### src/rtl/silife_grid_wh_if.sv
// Row-access, status and tiling-edge signals of one silife_grid_wh tile.
// The grid drives the slave side; the host/neighbour logic drives the master side.
interface silife_grid_wh_if #(
  parameter int unsigned WIDTH     = 8,
  parameter int unsigned HEIGHT    = 8,
  parameter int unsigned GEN_WIDTH = 16,
  parameter int unsigned ROW_BITS  = $clog2(HEIGHT)
);
  logic                 enable;
  logic                 wrap;
  logic                 gen_clear;
  logic [ROW_BITS-1:0]  row_select;
  logic [WIDTH-1:0]     set_cells;
  logic [WIDTH-1:0]     clear_cells;
  logic [WIDTH-1:0]     cells;
  logic [GEN_WIDTH-1:0] generation;
  logic                 stable;
  logic [WIDTH-1:0]     i_n, i_s, o_n, o_s;
  logic [HEIGHT-1:0]    i_w, i_e, o_w, o_e;
  logic                 i_nw, i_ne, i_sw, i_se;
  logic                 o_nw, o_ne, o_sw, o_se;

  modport master (
    output enable, wrap, gen_clear, row_select, set_cells, clear_cells,
    output i_n, i_s, i_w, i_e, i_nw, i_ne, i_sw, i_se,
    input  cells, generation, stable,
    input  o_n, o_s, o_w, o_e, o_nw, o_ne, o_sw, o_se
  );

  modport slave (
    input  enable, wrap, gen_clear, row_select, set_cells, clear_cells,
    input  i_n, i_s, i_w, i_e, i_nw, i_ne, i_sw, i_se,
    output cells, generation, stable,
    output o_n, o_s, o_w, o_e, o_nw, o_ne, o_sw, o_se
  );
endinterface

### src/rtl/silife_grid_wh.sv
// WIDTH x HEIGHT Game-of-Life array (B3/S23) with row set/clear, generation counter and
// stable flag. Define SILIFE_WRAP_EN to honour the wrap (torus) input.
module silife_grid_wh #(
  parameter int unsigned WIDTH     = 8,
  parameter int unsigned HEIGHT    = 8,
  parameter int unsigned GEN_WIDTH = 16,
  parameter int unsigned ROW_BITS  = $clog2(HEIGHT)
) (
  input logic              clk,
  input logic              reset,
  silife_grid_wh_if.slave  bus
);
  localparam int unsigned N = WIDTH * HEIGHT;

  logic [N-1:0]                 cells_q, cells_d, step;
  logic [GEN_WIDTH-1:0]         gen_q, gen_d;
  logic                         stable_q, stable_d;
  logic                         row_valid, write_any;
  logic [WIDTH-1:0]             edge_n, edge_s, nb_n, nb_s;
  logic [HEIGHT-1:0]            edge_w, edge_e, nb_w, nb_e;
  logic                         nb_nw, nb_ne, nb_sw, nb_se;
  logic [HEIGHT+1:0][WIDTH+1:0] ext;
  logic [3:0]                   cnt;

  assign row_valid = 32'(bus.row_select) < HEIGHT;
  assign write_any = row_valid && ((|bus.set_cells) || (|bus.clear_cells));

  assign edge_n = cells_q[0 +: WIDTH];
  assign edge_s = cells_q[(HEIGHT-1)*WIDTH +: WIDTH];
  always_comb begin
    edge_w = '0;
    edge_e = '0;
    for (int r = 0; r < HEIGHT; r++) begin
      edge_w[r] = cells_q[r*WIDTH];
      edge_e[r] = cells_q[r*WIDTH + WIDTH - 1];
    end
  end

`ifdef SILIFE_WRAP_EN
  // Torus: each edge sees the opposite edge of this same array.
  always_comb begin
    nb_n  = bus.i_n;
    nb_s  = bus.i_s;
    nb_w  = bus.i_w;
    nb_e  = bus.i_e;
    nb_nw = bus.i_nw;
    nb_ne = bus.i_ne;
    nb_sw = bus.i_sw;
    nb_se = bus.i_se;
    if (bus.wrap) begin
      nb_n  = edge_s;
      nb_s  = edge_n;
      nb_w  = edge_e;
      nb_e  = edge_w;
      nb_nw = cells_q[N-1];
      nb_ne = cells_q[(HEIGHT-1)*WIDTH];
      nb_sw = cells_q[WIDTH-1];
      nb_se = cells_q[0];
    end
  end
`else
  logic unused_wrap;
  assign unused_wrap = bus.wrap;
  assign nb_n  = bus.i_n;
  assign nb_s  = bus.i_s;
  assign nb_w  = bus.i_w;
  assign nb_e  = bus.i_e;
  assign nb_nw = bus.i_nw;
  assign nb_ne = bus.i_ne;
  assign nb_sw = bus.i_sw;
  assign nb_se = bus.i_se;
`endif

  // Array padded with a one-cell neighbour ring so every cell sees a full 3x3 window.
  always_comb begin
    ext = '0;
    for (int r = 0; r < HEIGHT; r++) begin
      for (int c = 0; c < WIDTH; c++) begin
        ext[r+1][c+1] = cells_q[r*WIDTH + c];
      end
      ext[r+1][0]       = nb_w[r];
      ext[r+1][WIDTH+1] = nb_e[r];
    end
    for (int c = 0; c < WIDTH; c++) begin
      ext[0][c+1]        = nb_n[c];
      ext[HEIGHT+1][c+1] = nb_s[c];
    end
    ext[0][0]              = nb_nw;
    ext[0][WIDTH+1]        = nb_ne;
    ext[HEIGHT+1][0]       = nb_sw;
    ext[HEIGHT+1][WIDTH+1] = nb_se;
  end

  always_comb begin
    step = '0;
    cnt  = '0;
    for (int r = 0; r < HEIGHT; r++) begin
      for (int c = 0; c < WIDTH; c++) begin
        cnt = '0;
        for (int dr = 0; dr < 3; dr++) begin
          for (int dc = 0; dc < 3; dc++) begin
            if (!(dr == 1 && dc == 1)) cnt = cnt + {3'b000, ext[r+dr][c+dc]};
          end
        end
        step[r*WIDTH + c] = (cnt == 4'd3) || (ext[r+1][c+1] && (cnt == 4'd2));
      end
    end
  end

  // Row writes override stepping; set beats clear on the same bit.
  always_comb begin
    cells_d = bus.enable ? step : cells_q;
    for (int r = 0; r < HEIGHT; r++) begin
      if (row_valid && (bus.row_select == ROW_BITS'(r))) begin
        cells_d[r*WIDTH +: WIDTH] = bus.set_cells |
                                    (cells_d[r*WIDTH +: WIDTH] & ~bus.clear_cells);
      end
    end
  end

  always_comb begin
    gen_d    = gen_q;
    stable_d = stable_q;
    if (bus.gen_clear)   gen_d = '0;
    else if (bus.enable) gen_d = gen_q + 1'b1;
    if (write_any)       stable_d = 1'b0;
    else if (bus.enable) stable_d = (step == cells_q);
  end

  always_ff @(posedge clk) begin
    if (reset) begin
      cells_q  <= '0;
      gen_q    <= '0;
      stable_q <= 1'b0;
    end else begin
      cells_q  <= cells_d;
      gen_q    <= gen_d;
      stable_q <= stable_d;
    end
  end

  always_comb begin
    bus.cells = '0;
    for (int r = 0; r < HEIGHT; r++) begin
      if (row_valid && (bus.row_select == ROW_BITS'(r))) bus.cells = cells_q[r*WIDTH +: WIDTH];
    end
  end

  assign bus.generation = gen_q;
  assign bus.stable     = stable_q;
  assign bus.o_n        = edge_n;
  assign bus.o_s        = edge_s;
  assign bus.o_w        = edge_w;
  assign bus.o_e        = edge_e;
  assign bus.o_nw       = cells_q[0];
  assign bus.o_ne       = cells_q[WIDTH-1];
  assign bus.o_sw       = cells_q[(HEIGHT-1)*WIDTH];
  assign bus.o_se       = cells_q[N-1];
endmodule
### src/flat_wrapper.sv
// flat-port wrapper written by rule: the top's interface ports become plain ports
module silife_grid_wh_flat 
#(
  parameter int unsigned WIDTH     = 8,
  parameter int unsigned HEIGHT    = 8,
  parameter int unsigned GEN_WIDTH = 16,
  parameter int unsigned ROW_BITS  = $clog2(HEIGHT)
)
  (clk, reset, bus_enable, bus_wrap, bus_gen_clear, bus_row_select, bus_set_cells, bus_clear_cells, bus_i_n, bus_i_s, bus_i_w, bus_i_e, bus_i_nw, bus_i_ne, bus_i_sw, bus_i_se, bus_cells, bus_generation, bus_stable, bus_o_n, bus_o_s, bus_o_w, bus_o_e, bus_o_nw, bus_o_ne, bus_o_sw, bus_o_se);
  silife_grid_wh_if #(.WIDTH(WIDTH), .HEIGHT(HEIGHT), .GEN_WIDTH(GEN_WIDTH), .ROW_BITS(ROW_BITS)) bus_i ();
  input logic clk;
  input logic reset;
  input wire logic [$bits(bus_i.enable)-1:0] bus_enable;
  input wire logic [$bits(bus_i.wrap)-1:0] bus_wrap;
  input wire logic [$bits(bus_i.gen_clear)-1:0] bus_gen_clear;
  input wire logic [$bits(bus_i.row_select)-1:0] bus_row_select;
  input wire logic [$bits(bus_i.set_cells)-1:0] bus_set_cells;
  input wire logic [$bits(bus_i.clear_cells)-1:0] bus_clear_cells;
  input wire logic [$bits(bus_i.i_n)-1:0] bus_i_n;
  input wire logic [$bits(bus_i.i_s)-1:0] bus_i_s;
  input wire logic [$bits(bus_i.i_w)-1:0] bus_i_w;
  input wire logic [$bits(bus_i.i_e)-1:0] bus_i_e;
  input wire logic [$bits(bus_i.i_nw)-1:0] bus_i_nw;
  input wire logic [$bits(bus_i.i_ne)-1:0] bus_i_ne;
  input wire logic [$bits(bus_i.i_sw)-1:0] bus_i_sw;
  input wire logic [$bits(bus_i.i_se)-1:0] bus_i_se;
  output wire logic [$bits(bus_i.cells)-1:0] bus_cells;
  output wire logic [$bits(bus_i.generation)-1:0] bus_generation;
  output wire logic [$bits(bus_i.stable)-1:0] bus_stable;
  output wire logic [$bits(bus_i.o_n)-1:0] bus_o_n;
  output wire logic [$bits(bus_i.o_s)-1:0] bus_o_s;
  output wire logic [$bits(bus_i.o_w)-1:0] bus_o_w;
  output wire logic [$bits(bus_i.o_e)-1:0] bus_o_e;
  output wire logic [$bits(bus_i.o_nw)-1:0] bus_o_nw;
  output wire logic [$bits(bus_i.o_ne)-1:0] bus_o_ne;
  output wire logic [$bits(bus_i.o_sw)-1:0] bus_o_sw;
  output wire logic [$bits(bus_i.o_se)-1:0] bus_o_se;
  assign bus_i.enable = bus_enable;
  assign bus_i.wrap = bus_wrap;
  assign bus_i.gen_clear = bus_gen_clear;
  assign bus_i.row_select = bus_row_select;
  assign bus_i.set_cells = bus_set_cells;
  assign bus_i.clear_cells = bus_clear_cells;
  assign bus_i.i_n = bus_i_n;
  assign bus_i.i_s = bus_i_s;
  assign bus_i.i_w = bus_i_w;
  assign bus_i.i_e = bus_i_e;
  assign bus_i.i_nw = bus_i_nw;
  assign bus_i.i_ne = bus_i_ne;
  assign bus_i.i_sw = bus_i_sw;
  assign bus_i.i_se = bus_i_se;
  assign bus_cells = bus_i.cells;
  assign bus_generation = bus_i.generation;
  assign bus_stable = bus_i.stable;
  assign bus_o_n = bus_i.o_n;
  assign bus_o_s = bus_i.o_s;
  assign bus_o_w = bus_i.o_w;
  assign bus_o_e = bus_i.o_e;
  assign bus_o_nw = bus_i.o_nw;
  assign bus_o_ne = bus_i.o_ne;
  assign bus_o_sw = bus_i.o_sw;
  assign bus_o_se = bus_i.o_se;
  silife_grid_wh #(.WIDTH(WIDTH), .HEIGHT(HEIGHT), .GEN_WIDTH(GEN_WIDTH), .ROW_BITS(ROW_BITS)) u_core (.clk(clk), .reset(reset), .bus(bus_i));
endmodule
### config.mk
export PLATFORM = sky130hd
export DESIGN_NAME = silife_grid_wh_flat
export DESIGN_NICKNAME = d
export VERILOG_FILES = /design/src/rtl/silife_grid_wh_if.sv /design/src/rtl/silife_grid_wh.sv /design/src/flat_wrapper.sv
export SDC_FILE = /design/constraint.sdc
export NUM_CORES = 1
export LEC_CHECK = 0
export ABC_AREA = 1
export CAP_MARGIN = 0
export CORE_UTILIZATION = 30
export DETAILED_ROUTE_END_ITERATION = 8
export PLACE_DENSITY_LB_ADDON = 0.1
export SETUP_SLACK_MARGIN = 0.05
export SYNTH_ARGS = -nofsm -noshare
export SYNTH_HDL_FRONTEND = slang
export SYNTH_SLANG_ARGS = --single-unit
export TNS_END_PERCENT = 20
### constraint.sdc
create_clock -name clk -period 4.4 [get_ports clk]
set_input_delay 0.44 -clock clk [delete_from_list [all_inputs] [get_ports clk]]
set_output_delay 0.44 -clock clk [all_outputs]
set_load 0.02 [all_outputs]
Yosys cells after proc, flatten, opt, wreduce, memory -nomap -nowiden
Cells that the tools add are included.
{"block": "totals", "in_bits": 60, "word_cells": 756, "register_bits": 81, "output_inout_bits": 61}
{"block": "classes", "n_eq_ne": 136, "reduce_logical": 134, "addsub": 449, "bitwise_logic": 17, "muxes": 17}
{"cell": "adder 4 x 1 -> 4 bit", "count": 384}
{"cell": "== test 4 x 2 -> 1 bit, second input constant", "count": 128}
{"cell": "adder 1 x 1 -> 2 bit", "count": 64}
{"cell": "2-to-1 mux 8 bit", "count": 16}
{"cell": "logical OR 1 bit", "count": 65}
{"cell": "bitwise AND 8 bit", "count": 8}
{"cell": "== test 64 bit", "count": 1}
{"cell": "logical AND 1 bit", "count": 64}
{"cell": "2-to-1 mux 64 bit", "count": 1}
{"cell": "OR 8 bit", "count": 8}
{"cell": "adder 16 x 1 -> 16 bit, second input constant", "count": 1}
{"cell": "OR reduction 8 bit", "count": 2}
{"cell": "== test 3 bit, second input constant", "count": 4}
{"cell": "NOT 8 bit", "count": 1}
{"cell": "== test 3 x 2 -> 1 bit, second input constant", "count": 2}
{"cell": "OR reduction 2 bit", "count": 2}
{"cell": "== test 3 x 1 -> 1 bit, second input constant", "count": 1}
{"cell": "zero test 3 bit", "count": 1}

Longest topological paths before layout
{"block": "depth", "ltp_word": 14, "depth_mapped": 21, "ltp_nobuf": 21}

Worst setup path before layout
No wires, ideal clock.
{"block": "synth_timing", "path_kind": "register -> register", "start": "reg u_core.cells_q[1]", "end": "reg u_core.stable_q (netlist: u_core.bus.stable)", "setup_slack_ns": 0.673, "path_buffers": 0, "arrival_ns": 3.658, "stages_incl_launch_ff": 21, "setup_ns": 0.070, "cell_sequence": "dfxtp_1 > ha_1 > inv_1 > fa_1 > fa_1 > inv_1 > fa_1 > inv_1 > fa_1 > o21bai_1 > nor2_1 > nand2_1 > nand2_1 > nand2_1 > nor2_1 > nand2_1 > nor2_1 > nand2_1 > nor2_1 > nand3_1 > a21oi_1"}
{"block": "synth_between", "elab_chain_cells": 11, "word_cells_on_any_way": 52, "classes_between": "add/sub (29); eq/ne (11); reduce/logical (12)"}
{"item": "start: declaration", "line_no": "silife_grid_wh.sv:15", "source": "logic [N-1:0] cells_q, cells_d, step;"}
{"item": "start signal: assignment", "line_no": "silife_grid_wh.sv:136", "source": "cells_q <= cells_d;"}
{"item": "adder 1 x 1 -> 2 bit", "line_no": "silife_grid_wh.sv:102", "source": "if (!(dr == 1 && dc == 1)) cnt = cnt + {3'b000, ext[r+dr][c+dc]};"}
{"item": "adder 4 x 1 -> 4 bit (6 in series)", "line_no": "silife_grid_wh.sv:102"}
{"item": "== test 4 x 2 -> 1 bit", "line_no": "silife_grid_wh.sv:105", "source": "step[r*WIDTH + c] = (cnt == 4'd3) || (ext[r+1][c+1] && (cnt == 4'd2));"}
{"item": "logical AND 1 bit", "line_no": "silife_grid_wh.sv:105"}
{"item": "logical OR 1 bit", "line_no": "silife_grid_wh.sv:105"}
{"item": "== test 64 bit *", "line_no": "silife_grid_wh.sv:127", "source": "else if (bus.enable) stable_d = (step == cells_q);"}
{"item": "end signal: assignment", "line_no": "silife_grid_wh.sv:138", "source": "stable_q <= stable_d;"}
{"item": "end: declaration", "line_no": "silife_grid_wh.sv:17", "source": "logic stable_q, stable_d;"}
Mark *: on every way between the ends. The rest lies on a longest branch, timed or not.
A chain may end at the register's enable or synchronous reset.

Worst setup path in the final report
{"block": "layout_timing", "start": "reg u_core.cells_q[13]", "end": "reg u_core.stable_q (netlist: u_core.bus.stable)"}
The elaborated chain is that of the path after synthesis.

==> implementation parameters <==
Parameter                              Value

Yosys
  Number of synthesized flops with an enable pin    0
  Seq cells post-synth    ~80
  Post-Synthesis Cells    around 2400
  Post-synthesis cell type with the largest combined area    sky130_fd_sc_hd__fa_1
  Portion of the post-synthesis area used by sequential elements    0.0944
  Async SR Flop Fraction    0
  Avg Inst Size Synth    between 7 and 8 sq um
  Top flip-flop cell by instance count after synthesis    sky130_fd_sc_hd__dfxtp_1
  Synth Warn #    0
  Ranking of synthesized cells by instance count    583 x sky130_fd_sc_hd__inv_1, 539 x sky130_fd_sc_hd__nand2_1, 256 x sky130_fd_sc_hd__fa_1
  Most frequent cell after synthesis    sky130_fd_sc_hd__inv_1
  Post-synthesis net count    2874
  Netlist Area Pre-Place    roughly 17000 sq um
  Largest cells by area after synthesis    sky130_fd_sc_hd__fa_1 30%, sky130_fd_sc_hd__ha_1 14%, sky130_fd_sc_hd__inv_1 13%
  Post-synth cell types    39
  Post-synth top area share    0.298

Timing
  Number of hold-slack violations in the final timing report    0
  Worst clock skew    roughly 0.0063 ns
  Post-route clock period utilization    0.941
  Unrepaired setup endpoints after global routing    false
  Tmin final    around 4.1 ns
  Worst-case headroom to the max-slew limit    0.294
  # setup viols final    0
  F_max    approximately 240 MHz
  Worst Tran Pin Value    1.06 ns
  Min Hold Slack    0.473 ns
  Least setup slack across all paths after layout    around 0.26 ns
  Final sum of negative setup slack    0 ns
  Max-slew violations    0

Global routing
  Number of antenna violations at the first check in global routing    0
  Overflow left after global routing    0
  GRT met2 Usage    0.346
  Global-route total usage across every layer    0.202
  Busiest metal layer after global routing    met2
  Pin count of the biggest net entering global routing    71
  M3 GR Usage    0.0240
  Met1 Resource Use GR    0.274
  Via count of the first global-routing pass    approximately 16000
  Wire length of the first global-routing pass    around 90 mm

Worst setup path
  Largest fanout on the critical path    6
  Kind of end point of the critical path    register
  Startpoint class of the critical path    register
  Data required time at the worst endpoint    ~4.7 ns
  WP data arrival    ~4.5 ns
  Crit path kind    reg2reg

Clock tree
  Worst-path clk slew    0.08 ns
  Insertion delay to the later sink of the worst-skew pair    0.40 ns
  Root buffer selected by CTS    sky130_fd_sc_hd__clkbuf_16
  H-tree lvl count    3
  Inserted Clock Buffers    9
  Clock tree from TritonCTS    done
  Clock buffer depth    2
  Hold buffer count at CTS    0
  Sinks on Clock Net    slightly above 80

Die
  Initial core utilization    0.304
  Core Footprint    roughly 56000 sq um
  I/O pin cnt    roughly 120
  Chip Width    between 200 and 250 um
  Std cell rows    87
  Die height    approximately 240 um
  Area of the die    between 50000 and 60000 sq um

Placement
  Worst setup timing slack at the placement stage    -0.199 ns
  I/O Buffers    119
  Hpwl dp    47.4 mm
  Number of cells in the design after placement    about 3300
  Routability congestion estimate    0.854

Cells and area
  Number of filler cells placed in the layout    5954
  Ratio of cells with drive above 1 in the final layout    0.0907
  Non-Filler Instances    between 3000 and 4000
  Net count reported at finish    3085
  Post-synthesis to final-layout area growth    18.7%
  Count of inserted antenna diode cells    0

Drt
  WL final    56.3 mm
  Number of vias per cell after detailed routing    approximately 4.6
  Residual antenna-violating net count after detailed routing    0
  1st-iter DRT viols    between 700 and 800
  Drc violations    0
  Routed WL per cell    roughly 17 um
  Routed via count    about 15000
  Number of iterations in the first detailed-routing pass    5

Flow run
  Number of violations of the max-capacitance limit    0

Min path
  Type of the most critical hold path    in2reg

Run status
  Run status    complete, no violations
## cell type report
type	count	area, sq um	share of cell area
flip-flops and latches	81	1640	0.0805
repair buffers	272	2330	0.114
well taps	756	946	0.0464
multi-input cells	1604	12900	0.633
inverters	608	2290	0.112
clock buffers	9	225	0.0110
clock inverters	7	60.1	0.00295
## worst max-delay path, cell delays in order (launching register included)
cell                       delay, ns
sky130_fd_sc_hd__dfxtp_1        0.48
sky130_fd_sc_hd__ha_1           0.28
sky130_fd_sc_hd__inv_1          0.08
sky130_fd_sc_hd__fa_1           0.42
sky130_fd_sc_hd__fa_1           0.54
sky130_fd_sc_hd__inv_1          0.05
sky130_fd_sc_hd__fa_1           0.45
sky130_fd_sc_hd__inv_1          0.09
sky130_fd_sc_hd__fa_1           0.41
sky130_fd_sc_hd__o21bai_1       0.16
sky130_fd_sc_hd__nor2_1         0.09
sky130_fd_sc_hd__nand2_1        0.10
sky130_fd_sc_hd__nand2_1        0.13
sky130_fd_sc_hd__nand2_1        0.06
sky130_fd_sc_hd__nor2_1         0.14
sky130_fd_sc_hd__nand2_1        0.07
sky130_fd_sc_hd__nor2_1         0.08
sky130_fd_sc_hd__nand2_1        0.06
sky130_fd_sc_hd__nor2_1         0.12
sky130_fd_sc_hd__nand3_2        0.12
sky130_fd_sc_hd__a21oi_1        0.14
## logic make-up after synthesis
kind of cell / Yosys count / share of synthesized area
buffers and inverters: 680 / 0.156
AND/OR/NAND/NOR: 910 / 0.221
adder cells (fa/ha/maj): 449 / 0.439
AO/OA/AOI/OAI: 243 / 0.0884
flip-flops: 81 / 0.0944
XOR/XNOR: 2 / 0.00102
## registers in the layout, summed over array words and instances (netlist names)
register,count
u_core.bus.generation,16
u_core.cells_q,64
u_core.bus.stable,1
## placed cells by master (no fill, tap or decap), types with 2 or more instances in the layout
master / count
sky130_fd_sc_hd__dfxtp_2: 13
sky130_fd_sc_hd__inv_1: 582
sky130_fd_sc_hd__nor2_4: 5
sky130_fd_sc_hd__nor3_2: 6
sky130_fd_sc_hd__buf_4: 154
sky130_fd_sc_hd__a21oi_1: 105
sky130_fd_sc_hd__o22ai_1: 7
sky130_fd_sc_hd__nand3_1: 56
sky130_fd_sc_hd__clkinv_1: 5
sky130_fd_sc_hd__nor2_1: 222
sky130_fd_sc_hd__o221ai_1: 65
sky130_fd_sc_hd__clkbuf_16: 9
sky130_fd_sc_hd__o211ai_1: 2
sky130_fd_sc_hd__nand3b_1: 12
sky130_fd_sc_hd__nor3_1: 6
sky130_fd_sc_hd__inv_6: 5
sky130_fd_sc_hd__o2111ai_1: 6
sky130_fd_sc_hd__or2_1: 4
sky130_fd_sc_hd__nand2_1: 538
sky130_fd_sc_hd__dfxtp_1: 67
sky130_fd_sc_hd__nor3_4: 2
sky130_fd_sc_hd__ha_1: 193
sky130_fd_sc_hd__nor2_2: 4
sky130_fd_sc_hd__nor4_1: 3
sky130_fd_sc_hd__nand2_2: 5
sky130_fd_sc_hd__o21ai_0: 42
sky130_fd_sc_hd__nand4_1: 39
sky130_fd_sc_hd__clkinvlp_4: 2
sky130_fd_sc_hd__fa_1: 256
sky130_fd_sc_hd__clkdlybuf4s50_1: 117
sky130_fd_sc_hd__nand3_2: 4
sky130_fd_sc_hd__o21bai_1: 6
sky130_fd_sc_hd__o21ai_1: 7
sky130_fd_sc_hd__inv_2: 20
## routing by layer
layer  routed length, um  vias to the layer above
met5                   0                        -
met4                 668                        0
met3                2530                       31
met2               27000                      311
met1               26100                     7470
li1                    -                     7637
## per-stage QoR
step,instance area [sq um],utilization
3_5_place_dp,20000,0.355
2_1_floorplan,17200,-
6_report,20400,0.361
5_1_grt,20400,0.361
4_1_cts,20300,0.360
3_3_place_gp,20000,0.355
## worst paths after layout
| path | startpoint | end | slack, ns | cells past startpoint |
|---|---|---|---|---|
| worst max-delay path | u_core.cells_q[13]$_SDFF_PP0_ | u_core.bus.stable$_SDFFE_PP0P_ | 0.26 | 20 |
| worst min-delay path | reset | u_core.bus.generation[14]$_SDFFE_PP0P_ | 0.47 | 5 |
| worst max register to register | u_core.cells_q[13]$_SDFF_PP0_ | u_core.bus.stable$_SDFFE_PP0P_ | 0.26 | 20 |
| worst min register to register | u_core.bus.generation[7]$_SDFFE_PP0P_ | u_core.bus.generation[7]$_SDFFE_PP0P_ | 0.49 | 2 |
## what timing repair did
| action | CTS | global route |
|---|---|---|
| buffers inserted | 0 | 2 |
| endpoints found under the setup margin | 0 | 1 |
| resized for setup | 0 | 23 |
Power is left out: the tool's default activity adds up to more than one toggle a clock period on the data nets, which glitch-free logic cannot reach.
